## config.mk

```make
export PLATFORM = sky130hd
export DESIGN_NAME = blk_chan_fifo
export DESIGN_NICKNAME = d
export VERILOG_FILES = /design/src/rtl/blk_chan_fifo.sv
export SDC_FILE = /design/constraint.sdc
export NUM_CORES = 1
export LEC_CHECK = 0
export CAP_MARGIN = 20
export CORE_UTILIZATION = 50
export CTS_BUF_LIST = sky130_fd_sc_hd__clkbuf_8
export CTS_CLUSTER_SIZE = 20
export DETAILED_ROUTE_END_ITERATION = 6
export PLACE_DENSITY = 0.72
export SYNTH_ARGS = -nofsm -noshare
export SYNTH_HDL_FRONTEND = slang
export SYNTH_SLANG_ARGS = --single-unit
```

## constraint.sdc

```tcl
create_clock -name clk -period 3.75 [get_ports clk]
set_input_delay 0.9375 -clock clk [delete_from_list [all_inputs] [get_ports clk]]
set_output_delay 0.9375 -clock clk [all_outputs]
set_load 0.02 [all_outputs]
```

## src/rtl/blk_chan_fifo.sv

```systemverilog
// Channel end of a blocking notify/sync handshake: a DEPTH-entry FIFO with
// registered head-of-buffer output and a consumer-side transfer counter.
module blk_chan_fifo #(
  parameter int DEPTH = 4,
  parameter int WIDTH = 32
) (
  input  logic                       clk,
  input  logic                       rst,
  input  logic [WIDTH-1:0]           in_data,
  input  logic                       in_notify,
  output logic                       in_sync,
  output logic [WIDTH-1:0]           out_data,
  input  logic                       out_notify,
  output logic                       out_sync,
  output logic [$clog2(DEPTH):0]     count,
  output logic [31:0]                xfer_cnt
);

  localparam int AW = $clog2(DEPTH);
  localparam int CW = AW + 1;
  localparam logic [CW-1:0] FULL_CNT = CW'(DEPTH);

  logic [WIDTH-1:0] mem_q [DEPTH];
  logic [WIDTH-1:0] mem_d [DEPTH];
  logic [AW-1:0]    wr_ptr_q, wr_ptr_d;
  logic [AW-1:0]    rd_ptr_q, rd_ptr_d;
  logic [CW-1:0]    count_q, count_d;
  logic [31:0]      xfer_cnt_q, xfer_cnt_d;
  logic [WIDTH-1:0] out_data_q, out_data_d;
  logic             push, pop;

  // Handshake outputs depend on registered occupancy only.
  assign in_sync  = (count_q != FULL_CNT);
  assign out_sync = (count_q != '0);
  assign out_data = out_data_q;
  assign count    = count_q;
  assign xfer_cnt = xfer_cnt_q;

  always_comb begin
    push       = in_notify & in_sync;
    pop        = out_notify & out_sync;
    mem_d      = mem_q;
    wr_ptr_d   = wr_ptr_q;
    rd_ptr_d   = rd_ptr_q;
    count_d    = count_q;
    xfer_cnt_d = xfer_cnt_q;
    out_data_d = out_data_q;

    if (push) begin
      mem_d[wr_ptr_q] = in_data;
      wr_ptr_d        = wr_ptr_q + AW'(1);
    end
    if (pop) begin
      rd_ptr_d   = rd_ptr_q + AW'(1);
      xfer_cnt_d = xfer_cnt_q + 32'd1;
    end

    case ({push, pop})
      2'b10:   count_d = count_q + CW'(1);
      2'b01:   count_d = count_q - CW'(1);
      default: count_d = count_q;
    endcase

    // The next head is the incoming word when the buffer is (or is about to
    // be) emptied of older entries; otherwise it is already in storage.
    if (count_d != '0) begin
      if (push && ((count_q == '0) || ((count_q == CW'(1)) && pop)))
        out_data_d = in_data;
      else
        out_data_d = mem_q[rd_ptr_d];
    end
  end

  always_ff @(posedge clk) begin
    if (rst) begin
      wr_ptr_q   <= '0;
      rd_ptr_q   <= '0;
      count_q    <= '0;
      xfer_cnt_q <= '0;
      out_data_q <= '0;
    end else begin
      wr_ptr_q   <= wr_ptr_d;
      rd_ptr_q   <= rd_ptr_d;
      count_q    <= count_d;
      xfer_cnt_q <= xfer_cnt_d;
      out_data_q <= out_data_d;
    end
  end

  // Storage needs no reset: out_sync gates every read of it.
  always_ff @(posedge clk) begin
    mem_q <= mem_d;
  end

endmodule
```

==> results of run 1 <==
-- layout make-up --
type | instances | area [um^2] | area share
multi-input cells | 532 | 3590 | 0.328
well taps | 229 | 287 | 0.0262
inverters | 15 | 56.3 | 0.00515
clock buffers | 17 | 234 | 0.0214
flip-flops and latches | 199 | 5270 | 0.482
clock inverters | 15 | 179 | 0.0164
repair buffers | 137 | 1320 | 0.120
-- flip-flops by register name, summed over array words and instances, names as in the netlist --
signal and flops:
xfer_cnt 32, mem_q 128, count 3, wr_ptr_q 2, rd_ptr_q 2, out_data 32
-- per-stage QoR --
step,util,setup slack [ps],hold WS (ps),power [mW]
2_1_floorplan,-,119,538,4.17
3_3_place_gp,0.583,337,470,5.01
3_5_place_dp,0.583,214,486,5.05
4_1_cts,0.606,287,500,6.47
5_1_grt,0.606,194,517,6.78
6_report,0.606,291,495,6.44
-- worst paths after layout --
path,start,endpoint,slack (ps),cells after the start
max,count[0],out_sync,290,5
max reg2reg,count[0],out_data[23],490,12
min reg2reg,out_data[30],out_data[30],490,2
min,out_data[30],out_data[30],490,2
-- worst min-delay path, delay by kind of cell (launching register included) --
| kind | cells | cell delay [ps] |
|---|---|---|
| DFF | 1 | 330 |
| and+or+nand+nor | 1 | 60 |
| AOI/OAI and AO/OA | 1 | 50 |
-- synth_stat cells, types with 3 or more instances --
| cell type | number | area [um^2] |
|---|---|---|
| a211oi_1 | 23 | 173 |
| nand3_1 | 12 | 60.1 |
| xnor2_1 | 19 | 166 |
| or3_1 | 11 | 68.8 |
| edfxtp_1 | 128 | 3840 |
| xor2_1 | 6 | 52.6 |
| nor4_1 | 8 | 50.1 |
| a21oi_1 | 57 | 285 |
| nor3_1 | 6 | 30.0 |
| nand2_1 | 15 | 56.3 |
| a221o_1 | 31 | 310 |
| a31oi_1 | 31 | 194 |
| nor2b_1 | 4 | 25.0 |
| nand4_1 | 7 | 43.8 |
| mux2i_1 | 31 | 310 |
| buf_2 | 4 | 20.0 |
| and3_1 | 5 | 31.3 |
| inv_1 | 14 | 52.6 |
| dfxtp_1 | 71 | 1420 |
| and4_1 | 3 | 26.3 |
| o211ai_1 | 32 | 240 |
| nor2_1 | 54 | 203 |
| o31ai_1 | 32 | 240 |
| ha_1 | 12 | 150 |
| and2_1 | 3 | 18.8 |
| o21ai_0 | 81 | 405 |
| buf_1 | 8 | 30.0 |
| nand4b_1 | 31 | 272 |
| clkbuf_1 | 67 | 251 |
-- power by group --
part | internal [mW] | switching [mW]
Combinational | 0.891 | 1.31
Clock | 0.663 | 0.764
Sequential | 2.60 | 0.217
Total | 4.15 | 2.29
-- cell families after synthesis --
group / after synthesis / synth area share
compound gates: 293 / 0.206
xor+xnor: 25 / 0.0238
fa+ha+maj: 12 / 0.0163
buf+inv: 95 / 0.0403
flops: 199 / 0.571
mux: 33 / 0.0361
simple gates: 169 / 0.106
-- metal layers --
layer	vias up	wire (um)	GRT usage
li1	3363	-	-
met1	3466	9820	0.333
met2	274	10800	0.392
met3	22	1420	0.0471
met4	0	219	0.0761
met5	-	0	0
==> metrics.cfg, run 1 <==
[run_status]
status=finished, final reports clean

[setup_path]
worstSetupEndpointType=primary output
cp.required_ps=2810
crit_arrival_ps=2520
worstPathMaxFanout=21
worstSetupPathType=reg -> out
crit_family=buffers and inverters
cp_num_buf_inv=3
path_cells=inv_1 -> ha_1 -> nor2b_2 -> inv_2 -> clkdlybuf4s50_1
max_stage_delay_ps=710
cp-start-kind=flop
slowest_stage=clkdlybuf4s50_1

[synth]
synth-seq-cells=199
yosysSeqAreaShare=0.571
synth_nets=874
avgSynthCellArea_um2=11.2
syn_inst=826
async_reset_ff_frac=0
synth_edf_count=128
synth_area_mm2=0.00921
synth_flop_cell=edfxtp_1
yosys_warnings=0
synth.distinct_cells=45

[placement]
dpl-instance-area_mm2=0.0105
dp_hpwl_um=13300
io_buffer_count=104
dpl.cell_count=1112
place.gp.congestion=0.783

[global_routing]
antenna_found_initial=0
grt.overflow.total=0
grt_max_degree=82
grt_usage=0.244
grt_pass1_vias=6518
grt_pass1_wl_um=34900

[clocking]
cts_buffers=17
clockRootBuffer=clkbuf_8
htreeDepth=4
clockBufferDepth=2
cts_tree=done
clk_latency_ps=470
cts_sinks=199
ctsHoldBuffers=0
post_cts_resized=0
clkTransAtPathRegs_ps=100
postCtsSetupBuffers=0

[timing]
finalHoldViolCount=0
period_share=0.922
max_slew.worst_pin.slew_ps=822
slew_headroom=0.452
rsz0062_at_grt=no
clock_skew_ps=11.6
fmax_mhz=289
fin_tns_setup_ps=0
maxSlewViolCount=0
finalSetupViolCount=0
min_period_ps=3460

[power_and_ir_drop]
power_density_mw_per_mm2=589
leakage_nw=3.43
peakVddDrop_mv=0.363

[floorplanning]
boundaryPins=105
dieWidth_um=138
die_h_um=138
row_count=49
initial_utilization=0.511
core_area_mm2=0.0180
die_area_mm2=0.0190

[finish]
syn2layout_area_growth_pct=18.6
fin_area_mm2=0.0109
final_cells=1144
fin_nets=950
drive_above_1_share=0.0852
fillers=1561
final_common_cell=edfxtp_1
layout_common_cells=edfxtp_1 (128), clkdlybuf4s50_1 (102), o21ai_0 (81)
antennaDiodeCount=0

[flow_run]
cap_violations=0

[routing]
via_per_inst=6.23
vias=7125
drt-pass1-iter-count=5
drc=0
drtIter0Drc=648
drt-total-wl_um=22300
postRouteAntennaNets=0
wire_per_inst_um=19.5

[hold_path]
hold_path.class=reg -> reg

Note: power is estimated with default switching activity, not from simulation.
==> run 2: changes to the inputs <==
--- a/config.mk
+++ b/config.mk
@@ -8,9 +8,11 @@
 export CAP_MARGIN = 20
 export CORE_UTILIZATION = 50
 export CTS_BUF_LIST = sky130_fd_sc_hd__clkbuf_8
+export CTS_CLUSTER_DIAMETER = 50
 export CTS_CLUSTER_SIZE = 20
 export DETAILED_ROUTE_END_ITERATION = 6
 export PLACE_DENSITY = 0.72
+export RECOVER_POWER = 100
 export SYNTH_ARGS = -nofsm -noshare
 export SYNTH_HDL_FRONTEND = slang
 export SYNTH_SLANG_ARGS = --single-unit
==> run 2 against run 1 <==
Compared with the run above: the flow now finishes with violations (capacitance limit, slew limit); clock power barely moved; core utilization shrank 0.33 points; global-route usage stayed put; combinational power fell by 4%; routed wire length barely moved; register-to-register slack lost 150 ps; critical endpoint unchanged.
==> metrics.cfg, run 2 (synthesis gave the netlist of run 1 again) <==
[setup_path]
worstPathMaxFanout=21
cp.required_ps=2810
crit_arrival_ps=2550
r2r_cells=12
worstSetupPathType=reg -> out
cp-start-kind=flop
worstSetupEndpointType=primary output

[run_status]
status=finished, violations left
violations=capacitance limit, slew limit

[floorplanning]
row_count=49
core_area_mm2=0.0180
die_h_um=138
boundaryPins=105
initial_utilization=0.511
die_area_mm2=0.0190
dieWidth_um=138

[finish]
largest_reg_flops=128
syn2layout_area_growth_pct=18.0
final_common_cell=edfxtp_1
antennaDiodeCount=0
regMostFlops=mem_q
final_cells=1144
drive_above_1_share=0.0754
layout_common_cells=edfxtp_1 (128), dlygate4sd3_1 (101), o21ai_0 (81)
fin_util=0.603
fin_nets=950

[global_routing]
grt_max_degree=82
grt_pass1_wl_um=34900
grt_pass1_vias=6518
grt_usage=0.244
grt.overflow.total=0
antenna_found_initial=0

[timing]
maxSlewViolCount=81
fmax_mhz=287
max_slew.worst_pin.slew_ps=2190
finalHoldViolCount=0
fin_tns_setup_ps=0
min_period_ps=3490
clock_skew_ps=11.6
whs_ps=493
slew_headroom=-0.459
finalSetupViolCount=0
period_share=0.930
rsz0062_at_grt=no

[placement]
dpl.cell_count=1112
io_buffer_count=104
dp_hpwl_um=13300
place.gp.congestion=0.783

[clocking]
clockBufferDepth=2
cts_tree=done
cts_buffers=17
htreeDepth=4
clk_latency_ps=470
clkTransAtPathRegs_ps=100
clockRootBuffer=clkbuf_8
postCtsSetupBuffers=0
ctsHoldBuffers=0
cts_sinks=199
post_cts_resized=0

[flow_run]
cap_violations=3

[hold_path]
hold_path.class=reg -> reg
hold_depth=2

[power_and_ir_drop]
leakage_nw=3.59
peakVddDrop_mv=0.362
power_mw=6.35
power_density_mw_per_mm2=584

[routing]
drtIter0Drc=645
drt-pass1-iter-count=5
drc=0
vias=7097
drt-total-wl_um=22300
postRouteAntennaNets=0
via_per_inst=6.20
wire_per_inst_um=19.5

-- run 2: cell types whose count changed in the layout (fill, tap and decap cells not counted), moves of 2 or more --
cell and delta:
clkdlybuf4s50_1 -101, clkbuf_1 +7, dlygate4sd3_1 +101, clkbuf_2 +2
buf_4 -7, buf_12 -2
-- run 2: power by group --
group	total, mW	internal, mW	switching (mW)
Combinational	2.11	0.806	1.31
Clock	1.43	0.663	0.764
Sequential	2.81	2.60	0.211
Total	6.35	4.07	2.28
-- run 2: layer usage --
layer  share of wire  global-route usage  up-vias
met3           0.061              0.0471       21
met4          0.0095              0.0761        0
met2            0.49               0.392      243
li1                -                   -     3367
met1            0.44               0.333     3466
met5               0                   0        -
-- run 2: final timing paths --
check / start / slack [ps] / end
max reg2reg: count[0] / 340 / out_data[20]
min reg2reg: out_data[30] / 490 / out_data[30]
max: count[0] / 260 / out_sync
min: out_data[30] / 490 / out_data[30]
-- run 2: area by class of cell --
class / count / area, um^2
Sequential cell: 199 / 5270
Multi-Input combinational cell: 532 / 3580
Clock buffer: 17 / 234
Tap cell: 229 / 287
Fill cell: 1573 / 7150
Inverter: 15 / 56.3
Timing Repair Buffer: 137 / 1260
Clock inverter: 15 / 179
-- run 2: worst max-delay path, stage by stage, from the launching register on --
cell	delay, ps
dfxtp_1	480
inv_1	100
ha_1	230
nor2b_1	150
inv_2	350
dlygate4sd3_1	760
-- run 2: stage by stage --
step | area [um^2] | setup WS, ps
global placement | 10500 | 337
finish | 10900 | 263
floorplan | 9210 | 119
detailed placement | 10500 | 214
global route | 10900 | 101
CTS | 10900 | 287
